$ cat config.mk
export PLATFORM = sky130hd
export DESIGN_NAME = cra_adder_reg_flat
export DESIGN_NICKNAME = d
export VERILOG_FILES = /design/src/rtl/cra_adder_reg_pkg.sv /design/src/rtl/cra_adder_reg_if.sv /design/src/rtl/cra_adder_reg_full_adder_cell.sv /design/src/rtl/cra_adder_reg.sv /design/src/flat_wrapper.sv
export SDC_FILE = /design/constraint.sdc
export NUM_CORES = 1
export LEC_CHECK = 0
export CORE_AREA = 5 5 147 149
export CTS_CLUSTER_SIZE = 30
export DETAILED_ROUTE_END_ITERATION = 8
export DIE_AREA = 0 0 152 154
export HOLD_SLACK_MARGIN = 0.03
export PLACE_DENSITY = 0.78
export SLEW_MARGIN = 5
export SYNTH_ARGS = -nofsm -noshare
export SYNTH_HDL_FRONTEND = slang
export SYNTH_SLANG_ARGS = --single-unit
export TNS_END_PERCENT = 10
$ cat constraint.sdc
create_clock -name clk -period 1.9 [get_ports clk]
set_input_delay 0.285 -clock clk [delete_from_list [all_inputs] [get_ports clk]]
set_output_delay 0.285 -clock clk [all_outputs]
set_load 0.005 [all_outputs]
$ cat src/rtl/cra_adder_reg_pkg.sv
// Shared constants for the ripple-carry adder leaf.
// Only the default operand width lives here.
package cra_adder_reg_pkg;
  localparam int ADDER_WIDTH = 128;
endpackage

$ cat src/rtl/cra_adder_reg_if.sv
// Operand/result bundle for the registered ripple-carry adder.
// master drives operands, slave returns the registered result.
interface cra_adder_reg_if
  import cra_adder_reg_pkg::*;
#(
  parameter int N = ADDER_WIDTH
);
  logic         in_valid;
  logic         cin;
  logic [N-1:0] a;
  logic [N-1:0] b;
  logic         out_valid;
  logic [N-1:0] s;
  logic         cout;

  modport master (
    output in_valid,
    output cin,
    output a,
    output b,
    input  out_valid,
    input  s,
    input  cout
  );

  modport slave (
    input  in_valid,
    input  cin,
    input  a,
    input  b,
    output out_valid,
    output s,
    output cout
  );
endinterface

$ cat src/rtl/cra_adder_reg_full_adder_cell.sv
// One-bit full adder: the repeated cell of the carry chain.
// Carry is generate OR (propagate AND carry-in).
module full_adder_cell (
  input  logic a,
  input  logic b,
  input  logic ci,
  output logic s,
  output logic co
);
  logic w_p;

  assign w_p = a ^ b;
  assign s   = w_p ^ ci;
  assign co  = (a & b) | (ci & w_p);
endmodule

$ cat src/rtl/cra_adder_reg.sv
// Parameterised ripple-carry adder with a registered result.
// One-cycle latency, one operation per cycle, no backpressure.
module cra_adder_reg
  import cra_adder_reg_pkg::*;
#(
  parameter int n = ADDER_WIDTH
) (
  input  logic          clk,
  input  logic          rst_n,
  cra_adder_reg_if.slave bus
);
  logic [n:0]   w_c;
  logic [n-1:0] w_sum;
  logic [n-1:0] r_s;
  logic         r_cout;
  logic         r_valid;

  assign w_c[0] = bus.cin;

  // Carry ripples strictly from bit 0 upward.
  for (genvar i = 0; i < n; i++) begin : g_chain
    full_adder_cell u_fa (
      .a  (bus.a[i]),
      .b  (bus.b[i]),
      .ci (w_c[i]),
      .s  (w_sum[i]),
      .co (w_c[i+1])
    );
  end

  always_ff @(posedge clk or negedge rst_n) begin
    if (!rst_n) begin
      r_s     <= '0;
      r_cout  <= 1'b0;
      r_valid <= 1'b0;
    end else begin
      r_valid <= bus.in_valid;
      if (bus.in_valid) begin
        r_s    <= w_sum;
        r_cout <= w_c[n];
      end
    end
  end

  assign bus.s         = r_s;
  assign bus.cout      = r_cout;
  assign bus.out_valid = r_valid;
endmodule

$ cat src/flat_wrapper.sv
// flat-port wrapper written by rule: the top's interface ports become plain ports
module cra_adder_reg_flat import cra_adder_reg_pkg::*;
#(
  parameter int n = ADDER_WIDTH
)
  (clk, rst_n, bus_in_valid, bus_cin, bus_a, bus_b, bus_out_valid, bus_s, bus_cout);
  cra_adder_reg_if #(.N((ADDER_WIDTH))) bus_i ();
  input  logic clk;
  input  logic rst_n;
  input wire logic [$bits(bus_i.in_valid)-1:0] bus_in_valid;
  input wire logic [$bits(bus_i.cin)-1:0] bus_cin;
  input wire logic [$bits(bus_i.a)-1:0] bus_a;
  input wire logic [$bits(bus_i.b)-1:0] bus_b;
  output wire logic [$bits(bus_i.out_valid)-1:0] bus_out_valid;
  output wire logic [$bits(bus_i.s)-1:0] bus_s;
  output wire logic [$bits(bus_i.cout)-1:0] bus_cout;
  assign bus_i.in_valid = bus_in_valid;
  assign bus_i.cin = bus_cin;
  assign bus_i.a = bus_a;
  assign bus_i.b = bus_b;
  assign bus_out_valid = bus_i.out_valid;
  assign bus_s = bus_i.s;
  assign bus_cout = bus_i.cout;
  cra_adder_reg #(.n(n)) u_core (.clk(clk), .rst_n(rst_n), .bus(bus_i));
endmodule
**After elaboration in Yosys (flattened, before gate mapping)**

Cells that the tools add are included.
Widths: inputs -> output; s select.

- Bitwise gates (word level): 640

Operators with widths:

| kind | count |
|---|---|
| $and 1x1->1 | 256 |
| $xor 1x1->1 | 256 |
| $or 1x1->1 | 128 |

- Word-level logic and storage cells: 643
- Register bits after elaboration: 130
- Input bits: 260
- Output and inout port bits: 130

**Longest topological paths before layout**

- Depth after elaboration: 257
- Gate-level depth with buffers: 132
- Mapped depth without buffers: 132

**Hierarchy**

From an unflattened synthesis, not the netlist that was laid out.

- Cell total of the unflattened synthesis: 401
- Area total of the unflattened synthesis: 7419.6 um^2

Modules (own cells, without submodules):

| module | instances | area each (um^2) | sequential area each (um^2) | cells each |
|---|---|---|---|---|
| cra_adder_reg | 1 | 4857.2 | 3253.1 | 273 |
| full_adder_cell | 128 | 20.0 | 0.0 | 1 |

**Worst setup path after synthesis**

Ideal clock, no wire load.

- Path kind: input port to flip-flop
- Start point: input bus_b[0]
- End point: register u_core.r_s[127] (netlist: u_core.bus.s[127])
- Setup time: 0.077 ns
- Setup slack: -47.137 ns
- Required time: 1.823 ns
- Cell stages on the path: 132
- Path buffers: 0
- Arrival: 48.959 ns
- Path through: fa_1 fa_1 fa_1 fa_1 fa_1 fa_1 fa_1 fa_1 fa_1 fa_1 fa_1 fa_1 fa_1 fa_1 fa_1 fa_1 fa_1 fa_1 (+96 left out) fa_1 fa_1 fa_1 fa_1 fa_1 fa_1 fa_1 fa_1 fa_1 fa_1 fa_1 fa_1 fa_1 fa_1 fa_1 inv_1 fa_1 a21oi_1

- Word-level cells in the longest chain between the ends: 256
- Elaborated cells between the ends (all ways): 257
- Those cells by class: 257 x bitwise

Ends and longest elaborated chain:

| element | RTL line | text |
|---|---|---|
| from (decl) | flat_wrapper.sv:13 | `input wire logic [$bits(bus_i.b)-1:0] bus_b;` |
| $xor 1x1->1 | cra_adder_reg_full_adder_cell.sv:12 | `assign w_p = a ^ b;` |
| $and 1x1->1 | cra_adder_reg_full_adder_cell.sv:14 | `assign co = (a & b) \| (ci & w_p);` |
| $or 1x1->1 * | cra_adder_reg_full_adder_cell.sv:14 |  |
| $and 1x1->1 * | cra_adder_reg_full_adder_cell.sv:14 |  |
| $or 1x1->1 * | cra_adder_reg_full_adder_cell.sv:14 |  |
| $and 1x1->1 * | cra_adder_reg_full_adder_cell.sv:14 |  |
| $or 1x1->1 * | cra_adder_reg_full_adder_cell.sv:14 |  |
| $and 1x1->1 * | cra_adder_reg_full_adder_cell.sv:14 |  |
| (+240 left out) | - |  |
| $or 1x1->1 * | cra_adder_reg_full_adder_cell.sv:14 |  |
| $and 1x1->1 * | cra_adder_reg_full_adder_cell.sv:14 |  |
| $or 1x1->1 * | cra_adder_reg_full_adder_cell.sv:14 |  |
| $and 1x1->1 * | cra_adder_reg_full_adder_cell.sv:14 |  |
| $or 1x1->1 * | cra_adder_reg_full_adder_cell.sv:14 |  |
| $and 1x1->1 * | cra_adder_reg_full_adder_cell.sv:14 |  |
| $or 1x1->1 * | cra_adder_reg_full_adder_cell.sv:14 |  |
| $xor 1x1->1 * | cra_adder_reg_full_adder_cell.sv:13 | `assign s = w_p ^ ci;` |
| to (signal assigned) | cra_adder_reg.sv:39 | `r_s <= w_sum;` |
| to (decl) | cra_adder_reg.sv:14 | `logic [n-1:0] r_s;` |

Mark *: on every way between the ends. The rest lies on a longest branch, timed or not.
A chain may end at the register's enable or synchronous reset.

**Worst setup path after layout**

Same ends and word-level chain as after synthesis.

==> results_dict.tcl <==
set metrics [dict create \
    status "complete, but fails checks" \
    violations "negative setup slack" \
    place_worst_setup_slack_ns -44.50 \
    cp.arrival_ns 45.87 \
    cp_slowest_cell "fa_1" \
    period_share_pct 2400 \
    synth_fp_nets 800 \
    rsz0062_at_grt "yes" \
    synth_top_family_by_area "adder cells" \
    finalHoldViolCount 0 \
    synth_area_um2 7700 \
    fmax_ghz 0.0220 \
    vias 5097 \
    avgSynthCellArea_um2 18.7 \
    diodes 0 \
    synth.ff_latch_count 130 \
    ys_seq_area_share_pct 42.2 \
    insertion_delay_ns 0.41 \
    cp.required_ns 2.24 \
    cpPeakStageDelay_ns 0.40 \
    grt_max_degree 46 \
    critical-path-top-delay-family "adder cells" \
    critical_path_buf_inv_count 4 \
    nNetsFinal 1202 \
    dpl.hpwl_mm 19.5 \
    synthAdderAreaFrac_pct 33.3 \
    dr.first_iter.drc_count 128 \
    power_density_nw_per_um2 886 \
    max-cap-violations 0 \
    core_area_um2 20000 \
    synth.distinct_cells 9 \
    p_leak_nw 5.32 \
    synthXorXnorAreaFrac_pct 0 \
    tightest_slew_ns 0.520 \
    grt_pass1_vias 6359 \
    cts_max_level 4 \
    io_pins 390 \
    setup_slack_ns -43.63 \
    cts_tree "done" \
    crit_type "in -> reg" \
    die-area_um2 23400 \
    antenna_found_initial 0 \
    yosysWarnings 0 \
    crit_path_end_kind "register" \
    synth-simple-area-share_pct 0.146 \
    drc 0 \
    wl_mm 23.7 \
    dr.pass1.iters 4 \
    synth_compound_area_share_pct 0.195 \
    avgRoutedWirePerCell_um 21.7 \
    holdWs_ns 0.235 \
    track_usage_pct 20.5 \
    clk_pin_slew_ns 0.06 \
    cts_root_buf "clkbuf_16" \
    initial_core_util_pct 38.4 \
    slew_headroom_pct 65.3 \
    post_cts_buffers 0 \
    cts.sinks 130 \
    hp-class "in -> reg" \
    grt_pass1_wl_mm 36.8 \
    crit_fanout 1 \
    drive_above_1_share_pct 36.3 \
    synthMuxAreaShare_pct 22.0 \
    cpMostUsedCell "fa_2" \
    gp_congestion 0.862 \
    antenna_left 0 \
    slew_viol_final 0 \
    fp.dieW_um 152 \
    area_growth_pct 69.3 \
    ir_worst_vdd_v 0.000483 \
    avgViaCountPerCell 4.65 \
    clockBufferDepth 2 \
    gr-total-overflow 0 \
    min_period_ns 45.53 \
    synth_cells 412 \
    rows 52 \
    dieHeight_um 154 \
    startpoint_type "input pin" \
    fin_worst_skew_ns 0 \
    port_buffers 389 \
    numCtsBuffers 17 \
    setup_viol 125 \
]
-- power by group --
| group | total, W | internal [W] | switching, W |
|---|---|---|---|
| Sequential | 0.00387 | 0.00346 | 0.000415 |
| Clock | 0.00335 | 0.00210 | 0.00125 |
| Combinational | 0.00433 | 0.00296 | 0.00136 |
-- cells in the final DEF, fill, tap and decap left out, drive strengths merged, types with 4 or more instances in the layout --
master and count:
clkbuf 19, clkinv 4, inv 9, mux2 126, clkdlybuf4s50 383, fa 128
dfrtp 130, buf 13
-- synth_stat cells (all sizes together) --
cell type | number | share of area [%]
a21oi | 3 | 0.19
buf | 15 | 1.8
dfrtp | 130 | 42
fa | 128 | 33
inv | 7 | 0.34
mux2 | 126 | 22
nor2 | 3 | 0.15
-- final cells by class --
cell class	count	area [um2]
Timing Repair Buffer	398	4020
Tap cell	270	338
Clock buffer	19	443
Fill cell	1460	7000
Sequential cell	130	3250
Clock inverter	12	158
Inverter	7	26.3
Multi-Input combinational cell	260	4800
-- flip-flops by register name (all words and copies together) (netlist names) --
signal / flops
u_core.bus.out_valid: 1
u_core.bus.cout: 1
u_core.bus.s: 128
-- path summary, 6_finish.rpt --
kind / start / to / slack [ns] / cells after the start
worst max-delay path: bus_b[0] / u_core.bus.s[127]$_DFFE_PN0P_ / -43.63 / 133
worst min-delay path: bus_in_valid / u_core.bus.out_valid$_DFF_PN0_ / 0.24 / 1
worst max register to register: u_core.bus.s[118]$_DFFE_PN0P_ / u_core.bus.s[118]$_DFFE_PN0P_ / 1.11 / 1
worst min register to register: u_core.bus.s[123]$_DFFE_PN0P_ / u_core.bus.s[123]$_DFFE_PN0P_ / 0.51 / 1
max in group asynchronous: rst_n / u_core.bus.s[110]$_DFFE_PN0P_ / 0.88 / 3
min in group asynchronous: rst_n / u_core.bus.s[5]$_DFFE_PN0P_ / 0.40 / 2
-- logic make-up (layout without fill, tap and decap cells) --
group | Yosys count | after routing
fa+ha+maj | 128 | 128
compound gates | 3 | 3
mux | 126 | 126
flops | 130 | 130
buf+inv | 22 | 436
simple gates | 3 | 3
-- metal layers --
metal  part of all wire (%)  up-vias  GRT usage, %  wire length, um
li1                       -     2168             -                -
met1                     37     2626          23.2             8890
met2                     52      258          36.2            12400
met3                    7.4       45          7.17             1750
met4                    3.0        0          7.15              703
met5                      0        -             0                0
-- per-stage QoR --
stage / power, W / instance area (um2) / cells / TNS, ns / util (%)
floorplan: 0.00533 / 8020 / 412 / -2700.62 / -
global placement: 0.00787 / 12200 / 1064 / -2834.11 / 61.1
detailed placement: 0.00805 / 12200 / 1064 / -2880.76 / 61.1
CTS: 0.0117 / 13000 / 1096 / -2783.36 / 65.1
global route: 0.0122 / 13000 / 1096 / -2835.81 / 65.1
finish: 0.0116 / 13000 / 1096 / -2775.52 / 65.1
-- repair_timing --
action / 4_1_cts / 5_1_grt
endpoints found under the hold margin: 41 / 0
pin swaps: 2 / 1
resized for setup: 69 / 2
endpoints found under the setup margin: 127 / 126
hold buffers: 1 / 0
(Power assumes the default switching activity.)
